===== src/rtl/uart_pkg.sv =====
// Shared constants and state encodings for the UART transmitter.
// The parity helper is only compiled when UART_TX_PARITY_EN is defined.
package uart_pkg;

  localparam int unsigned DATA_BITS = 8;
  localparam int unsigned CNT_W     = 16;
  localparam int unsigned STATE_W   = 3;
  localparam int unsigned IDX_W     = $clog2(DATA_BITS);

  // s_TX_PARITY_BIT keeps its code point even in the plain 8N1 build
  typedef enum logic [STATE_W-1:0] {
    s_IDLE          = 3'd0,
    s_TX_START_BIT  = 3'd1,
    s_TX_DATA_BITS  = 3'd2,
    s_TX_PARITY_BIT = 3'd3,
    s_TX_STOP_BIT   = 3'd4
  } tx_state_t;

`ifdef UART_TX_PARITY_EN
  // Even parity is the XOR of the byte; odd parity inverts it
  function automatic logic parity_of(input logic [DATA_BITS-1:0] data,
                                     input logic                 odd);
    return (^data) ^ odd;
  endfunction
`endif

endpackage


===== src/rtl/uart_tx_hold.sv =====
// One-entry holding register: accepts a byte when empty, emptied by the FSM pop.
module uart_tx_hold
  import uart_pkg::*;
(
  input  logic                 i_Clock,
  input  logic                 i_Rst_n,
  input  logic                 load_valid,
  input  logic [DATA_BITS-1:0] load_byte,
  input  logic                 pop,
  output logic                 hold_full,
  output logic [DATA_BITS-1:0] hold_byte
);

  // Pop only happens while full, so it never races a load
  always_ff @(posedge i_Clock) begin
    if (!i_Rst_n) begin
      hold_full <= 1'b0;
      hold_byte <= '0;
    end else if (pop) begin
      hold_full <= 1'b0;
    end else if (load_valid && !hold_full) begin
      hold_full <= 1'b1;
      hold_byte <= load_byte;
    end
  end

endmodule


===== src/rtl/uart_tx.sv =====
// UART transmitter, 8 data bits LSB first, 1 stop bit, back-to-back frames.
// Define UART_TX_PARITY_EN to insert a parity bit (PARITY_ODD selects odd).
module uart_tx
  import uart_pkg::*;
#(
  parameter int unsigned CLKS_PER_BIT = 87
`ifdef UART_TX_PARITY_EN
  ,
  parameter bit          PARITY_ODD   = 1'b0
`endif
) (
  input  logic                 i_Clock,
  input  logic                 i_Rst_n,
  input  logic                 i_Tx_DV,
  input  logic [DATA_BITS-1:0] i_Tx_Byte,
  output logic                 o_Tx_Ready,
  output logic                 o_Tx_Active,
  output logic                 o_Tx_Serial,
  output logic                 o_Tx_Done
);

  localparam logic [CNT_W-1:0] BIT_LAST = CNT_W'(CLKS_PER_BIT - 1);
  localparam logic [IDX_W-1:0] IDX_LAST = IDX_W'(DATA_BITS - 1);

  tx_state_t            state;
  logic [CNT_W-1:0]     clk_cnt;
  logic [IDX_W-1:0]     bit_idx;
  logic [DATA_BITS-1:0] tx_byte;
  logic                 tx_serial;
  logic                 tx_active;
  logic                 tx_done;
  logic                 hold_full;
  logic [DATA_BITS-1:0] hold_byte;
  logic                 bit_end_c;
  logic                 pop_c;

  assign bit_end_c = (clk_cnt == BIT_LAST);

  // Hold drains when a new frame is launched from idle or straight after a stop bit
  assign pop_c = hold_full &&
                 ((state == s_IDLE) || ((state == s_TX_STOP_BIT) && bit_end_c));

  uart_tx_hold u_hold (
    .i_Clock    (i_Clock),
    .i_Rst_n    (i_Rst_n),
    .load_valid (i_Tx_DV),
    .load_byte  (i_Tx_Byte),
    .pop        (pop_c),
    .hold_full  (hold_full),
    .hold_byte  (hold_byte)
  );

  always_ff @(posedge i_Clock) begin
    if (!i_Rst_n) begin
      state     <= s_IDLE;
      clk_cnt   <= '0;
      bit_idx   <= '0;
      tx_byte   <= '0;
      tx_serial <= 1'b1;
      tx_active <= 1'b0;
      tx_done   <= 1'b0;
    end else begin
      tx_done <= 1'b0;
      case (state)
        s_IDLE: begin
          clk_cnt <= '0;
          bit_idx <= '0;
          if (hold_full) begin
            tx_byte   <= hold_byte;
            tx_serial <= 1'b0;
            tx_active <= 1'b1;
            state     <= s_TX_START_BIT;
          end else begin
            tx_serial <= 1'b1;
            tx_active <= 1'b0;
          end
        end

        s_TX_START_BIT: begin
          if (bit_end_c) begin
            clk_cnt   <= '0;
            bit_idx   <= '0;
            tx_serial <= tx_byte[0];
            state     <= s_TX_DATA_BITS;
          end else begin
            clk_cnt <= clk_cnt + CNT_W'(1);
          end
        end

        s_TX_DATA_BITS: begin
          if (bit_end_c) begin
            clk_cnt <= '0;
            if (bit_idx == IDX_LAST) begin
              bit_idx <= '0;
`ifdef UART_TX_PARITY_EN
              tx_serial <= parity_of(tx_byte, PARITY_ODD);
              state     <= s_TX_PARITY_BIT;
`else
              tx_serial <= 1'b1;
              state     <= s_TX_STOP_BIT;
`endif
            end else begin
              bit_idx   <= bit_idx + IDX_W'(1);
              tx_serial <= tx_byte[bit_idx + IDX_W'(1)];
            end
          end else begin
            clk_cnt <= clk_cnt + CNT_W'(1);
          end
        end

`ifdef UART_TX_PARITY_EN
        s_TX_PARITY_BIT: begin
          if (bit_end_c) begin
            clk_cnt   <= '0;
            tx_serial <= 1'b1;
            state     <= s_TX_STOP_BIT;
          end else begin
            clk_cnt <= clk_cnt + CNT_W'(1);
          end
        end
`endif

        // A waiting byte starts its start bit with no idle cycle in between
        s_TX_STOP_BIT: begin
          if (bit_end_c) begin
            clk_cnt <= '0;
            bit_idx <= '0;
            tx_done <= 1'b1;
            if (hold_full) begin
              tx_byte   <= hold_byte;
              tx_serial <= 1'b0;
              state     <= s_TX_START_BIT;
            end else begin
              tx_serial <= 1'b1;
              tx_active <= 1'b0;
              state     <= s_IDLE;
            end
          end else begin
            clk_cnt <= clk_cnt + CNT_W'(1);
          end
        end

        default: begin
          state     <= s_IDLE;
          clk_cnt   <= '0;
          bit_idx   <= '0;
          tx_serial <= 1'b1;
          tx_active <= 1'b0;
        end
      endcase
    end
  end

  assign o_Tx_Ready  = !hold_full;
  assign o_Tx_Active = tx_active;
  assign o_Tx_Serial = tx_serial;
  assign o_Tx_Done   = tx_done;

endmodule


===== config.mk =====
export PLATFORM = sky130hd
export DESIGN_NAME = uart_tx
export DESIGN_NICKNAME = d
export VERILOG_FILES = /design/src/rtl/uart_pkg.sv /design/src/rtl/uart_tx_hold.sv /design/src/rtl/uart_tx.sv
export SDC_FILE = /design/constraint.sdc
export NUM_CORES = 1
export LEC_CHECK = 0
export CAP_MARGIN = 20
export CORE_MARGIN = 3
export CORE_UTILIZATION = 51
export CTS_CLUSTER_SIZE = 24
export DETAILED_ROUTE_END_ITERATION = 8
export HOLD_SLACK_MARGIN = 0.05
export PLACE_DENSITY = 0.81
export SLEW_MARGIN = 0
export SYNTH_ARGS = -nofsm -noshare
export SYNTH_HDL_FRONTEND = slang
export SYNTH_SLANG_ARGS = --single-unit

===== constraint.sdc =====
create_clock -name i_Clock -period 1.7 [get_ports i_Clock]
set_input_delay 0.17 -clock i_Clock [delete_from_list [all_inputs] [get_ports i_Clock]]
set_output_delay 0.17 -clock i_Clock [all_outputs]
set_load 0.02 [all_outputs]

[After elaboration in Yosys (flattened, before gate mapping)]
Cells that the tools add are included.
Storage, ports and cells
  bits in latches: 0
  word-level logic and storage cells: 74
  register bits: 42
  memories kept: 0
  input port bits: 11
  output and inout bits: 4
  ROM bits: 0
  bits in writable memories: 0
Cells by class
  shifts and indexed selects: 0
  add/subtract/negate cells: 2
  divide/modulo/power cells: 0
  bitwise operators: 4
  multiplexer cells: 27
  multipliers: 0
  reductions and logical operators: 19
  $lt $le $gt $ge: 1
  equality and inequality tests: 12
Operator list (number)
  $mux W3: 8
  $add A16 B1 Y16 const B: 1
  $eq A16 B7 Y1 const B: 1
  $mux W8: 2
  $pmux W8 S2: 1
  $pmux W3 S4: 1
  $mux W1: 11
  $ne A2 B2 Y1 const B: 5
  $reduce_and A2 Y1: 4
  $eq A3 B3 Y1 const B: 2
  $pmux W3 S2: 1
  $reduce_and A3 Y1: 2
  $reduce_or A2 Y1: 3
  $reduce_or A3 Y1: 2
  $reduce_and A5 Y1: 1
  $lt A3 B4 Y1 const B: 1
  $ne A2 B1 Y1 const B: 2
  $not A1 Y1: 4
  $pmux W1 S4: 1
  $add A3 B1 Y3 const B: 1
  $bmux W1 S3: 1
  $eq A3 B1 Y1 const B: 1
  $eq A3 B2 Y1 const B: 1
  $logic_and A1 B1 Y1: 3
  5 further kinds: 5

[Logic depth before layout (Yosys ltp)]
  depth in word-level cells: 6
  gate-level depth with buffers: 7
  mapped depth without buffers: 6

[Hierarchy]
A second synthesis with hierarchy kept.
Second synthesis, totals
  cells, all modules: 217
  area, all modules: 1981.9 um2
Modules (own cells, without submodules)
  uart_tx: area an instance 1611.5 um2, sequential area each 660.6 um2, cells an instance 178, instances 1
  uart_tx_hold: area an instance 370.4 um2, sequential area each 180.2 um2, cells an instance 39, instances 1

[Least setup slack after synthesis]
OpenSTA, ideal clock, no wires.
  kind: reg2reg
  start point: register bit_idx[0]
  end point: register tx_serial (netlist: o_Tx_Serial)
  setup slack: -0.050 ns
  data required time: 1.572 ns
  buffers on the path: 0
  setup time: 0.128 ns
  data arrival time: 1.623 ns
  stages on the path, launching flop included: 6
  path through: dfxtp_1 -> ha_1 -> mux4_2 -> mux2_2 -> o21ai_0 -> a31oi_1
Between the ends
  longest elaborated chain between the ends: 6
RTL lines
  from (decl): line uart_tx.sv:27  | logic [IDX_W-1:0] bit_idx;
  from (signal assigned): line uart_tx.sv:103  | bit_idx <= bit_idx + IDX_W'(1);
  $add A3 B1 Y3: line uart_tx.sv:104  | tx_serial <= tx_byte[bit_idx + IDX_W'(1)];
  $bmux W1 S3: line uart_tx.sv:104
  $mux W1 (implied by the code): line uart_tx.sv:104
  $mux W1 (*): line uart_tx.sv:93  | if (bit_idx == IDX_LAST) begin
  $mux W1 (*): line uart_tx.sv:91  | if (bit_end_c) begin
  $pmux W1 S4 (*): line uart_tx.sv:64  | case (state)
  to (signal assigned): line uart_tx.sv:83  | tx_serial <= tx_byte[0];
  to (signal assigned): line uart_tx.sv:104
  to (decl): line uart_tx.sv:29  | logic tx_serial;
Every way passes the cells marked *; elsewhere a longest branch is shown, timed or not. The select of a mux whose other input is x is not followed.
A chain may end at the register's enable or synchronous reset.

[Final worst setup path]
  start point: register bit_idx[1]
  end point: register tx_serial (netlist: o_Tx_Serial)
Same word-level chain as after synthesis.

==> results.toml <==
[setup_path]
worstSetupStartpointType = "flip-flop"
crit_type = "reg2reg"
slowest_delay_ps = 480
critPathMaxFanout = 3
cp_slowest_cell = "mux4_2"
cp.arrival_ps = 1910
cp.required_ps = 1870
path_cells = "ha_4 -> mux4_2 -> mux2_4 -> o21ai_2 -> a31oi_1"
cp-end-kind = "flip-flop"

[global_route]
antenna_found_initial = 0
grt_pass1_wl_um = 6490
grtUsageTotal_pct = 18.7
first_global_vias = 1443
grt_max_degree = 18
grt.overflow.total = 0

[clock_tree]
cts.reportedPaths.clkPinSlew_ps = 80
clock_latency_ps = 290
tritoncts = "built"
cts_hold_buf = 0
cts_sinks = 42
cts_buffers = 5
root_buffer = "clkbuf_8"
cts_buffer_depth = 2
htreeDepth = 2

[timing]
setup_total_negative_slack_ps = -32.2
finalSetupViolCount = 1
whs_ps = 465
slew_violations = 0
rsz0062_at_grt = "yes"
fin_crit_ps = 1730
hold_violations = 0
period_share_pct = 102
fin_ws_ps = -32.2
worstMarginPinSlew_ps = 329
skew_ps = 5.44
fmax_ghz = 0.577
max_slew_margin_pct = 77.9

[routing]
drc = 0
via_per_inst = 5.34
drt_iter0_markers = 117
wire_per_inst_um = 13.6
via_count = 1560
drt_first_pass_iters = 4
routed_wirelength_um = 3960
ant_nets = 0

[final_layout]
final_nets = 260
fill_cells = 276
syn_to_final_growth_pct = 27.6
final_layout_size_suffix_gt1_share_pct = 20.7
layoutNonFillerInstCount = 292
finish.utilization_pct = 70.6
n_antenna_cell = 0
final_area_um2 = 2450

[floorplanning]
start_util_pct = 55.3
num_rows = 21
fp.dieH_um = 67.3
core-area_um2 = 3470
die_w_um = 67.3
ioPinCount = 15
die-area_um2 = 4530

[logic_synthesis]
netlist_instances = 211
yosysUniqueCellTypes = 35
synthesis.nets = 226
yosys_warnings = 0
synth_top_cell_by_area = "dfxtp_1"
synth_seq_area_share_pct = 43.8
syn-mean-instance-area_um2 = 9.09
ys.flop_type = "dfxtp_1"
synth_seq_cells = 42
ys_async_sr_fraction_pct = 0
synth_area_um2 = 1920
netlist.area_leader.share_pct = 43.8
synth_edf_count = 0
synthTopCellsByArea = "dfxtp_1, mux2i_1, nor2_1, xnor2_1, nand2_1"

[job]
maxCapViolCount = 0

[power]
pwr-share-comb_pct = 9.4
p_seq_share_pct = 52.0
powerDensity_nw_per_um2 = 810
p_switching_mw = 0.438
ir_drop_mv = 0.501
p_int_mw = 1.54
total_power_mw = 1.98
p_leak_nw = 0.860
pwr-share-clk_pct = 38.6
switching_share_pct = 22.1

[placed_design]
gp_congestion = 0.784
port-buffer-count = 14
pre_cts_slack_ps = -38.5
place_area_um2 = 2230
hpwlAfterDp_um = 2650
placedCellCount = 280

[status]
violations = "setup timing"
status = "complete, but fails checks"

[hold_path]
worstHoldPathType = "reg2reg"
## cells by family (layout without fill, tap and decap cells)
group,after synthesis,after routing,share of synthesized area [%]
AO/OA/AOI/OAI,19,19,6.85
AND/OR/NAND/NOR,94,94,23.7
flip-flops,42,42,43.8
XOR/XNOR,15,15,6.85
buffers and inverters,17,52,4.31
multiplexers,20,20,11.9
adder cells (fa/ha/maj),4,4,2.61
## synthesized netlist by cell type, types with 4 or more instances
library cell  count
dfxtp_1          42
nor2_1           32
nand2_1          25
mux2i_1          16
nand3_1          13
xnor2_1          12
inv_1             7
a21oi_1           5
clkbuf_1          5
ha_1              4
nand4_1           4
nor3_1            4
nor4_1            4
## per-layer routing
| layer | share of wire (%) | vias to the layer above | wire [um] | track usage, % |
|---|---|---|---|---|
| met5 | 0 | - | 0 | 0 |
| met4 | 1.8 | 0 | 73 | 6.58 |
| met3 | 4.5 | 10 | 179 | 4.83 |
| met2 | 46 | 39 | 1810 | 29.9 |
| met1 | 48 | 715 | 1890 | 24.4 |
| li1 | - | 796 | - | - |
## path summary, 6_finish.rpt
| check | start | end | slack, ps | depth (start not counted) |
|---|---|---|---|---|
| setup / recovery | bit_idx[1] | o_Tx_Serial | -30 | 5 |
| hold / removal | tx_byte[1] | tx_byte[1] | 470 | 2 |
| hold reg to reg | tx_byte[1] | tx_byte[1] | 470 | 2 |
| setup reg to reg | bit_idx[1] | o_Tx_Serial | -30 | 5 |
## power by group through the flow
| stage | sequential [mW] | combinational, mW | clock [mW] |
|---|---|---|---|
| final | 1.03 | 0.187 | 0.765 |
| after detailed placement | 1.05 | 0.175 | 0 |
| after global placement | 1.05 | 0.172 | 0 |
| after floorplan | 1.05 | 0.108 | 0 |
| after CTS | 1.03 | 0.175 | 0.783 |
| after global routing | 1.03 | 0.204 | 0.810 |
## cell usage in the layout, fill, tap and decap left out, types with 2 or more instances in the layout
| cell | instances |
|---|---|
| mux2i_1 | 16 |
| inv_1 | 6 |
| xnor2_1 | 12 |
| nand3_1 | 13 |
| a2111o_1 | 2 |
| nand2_1 | 25 |
| buf_4 | 21 |
| mux4_2 | 2 |
| clkbuf_8 | 5 |
| nor4_2 | 2 |
| nand4_1 | 4 |
| and3_1 | 3 |
| xor2_1 | 3 |
| nor2_1 | 32 |
| ha_4 | 3 |
| clkdlybuf4s50_1 | 14 |
| o21ai_0 | 2 |
| dfxtp_1 | 37 |
| a21oi_2 | 3 |
| a21oi_1 | 2 |
| a31oi_1 | 2 |
| nor3_1 | 4 |
| dfxtp_2 | 4 |
| nor4_1 | 3 |
| o21a_1 | 2 |
| a211oi_1 | 2 |
## critical path, delay by kind of cell, from the launching register on
family	cells	cell delay [ps]
AO/OA/AOI/OAI	2	200
adder cells (fa/ha/maj)	1	290
flip-flops	1	360
multiplexers	2	760
## what timing repair did
| item | CTS | global route |
|---|---|---|
| gates cloned | 0 | 1 |
| pin swaps | 2 | 9 |
| setup endpoints to repair | 1 | 30 |
| resized for setup | 2 | 20 |
| buffers inserted | 0 | 3 |
| endpoints found under the hold margin | 0 | 0 |
## cell type report
class                      count  area [um^2]  area share, %
sequential                    42          850           34.7
tap                           46         57.6           2.35
timing repair buffer          37          329           13.4
clock buffer                   6         72.6           2.97
clock inverter                 2         37.5           1.53
inverter                       7         26.3           1.07
multi-input combinational    152         1070           43.9
## registers in the layout, summed over array words and instances, names as in the netlist
name	count
u_hold.hold_byte	8
clk_cnt	16
state	3
tx_byte	8
o_Tx_Serial	1
bit_idx	3
o_Tx_Active	1
o_Tx_Done	1
u_hold.hold_full	1
Note: power is estimated with default switching activity, not from simulation.
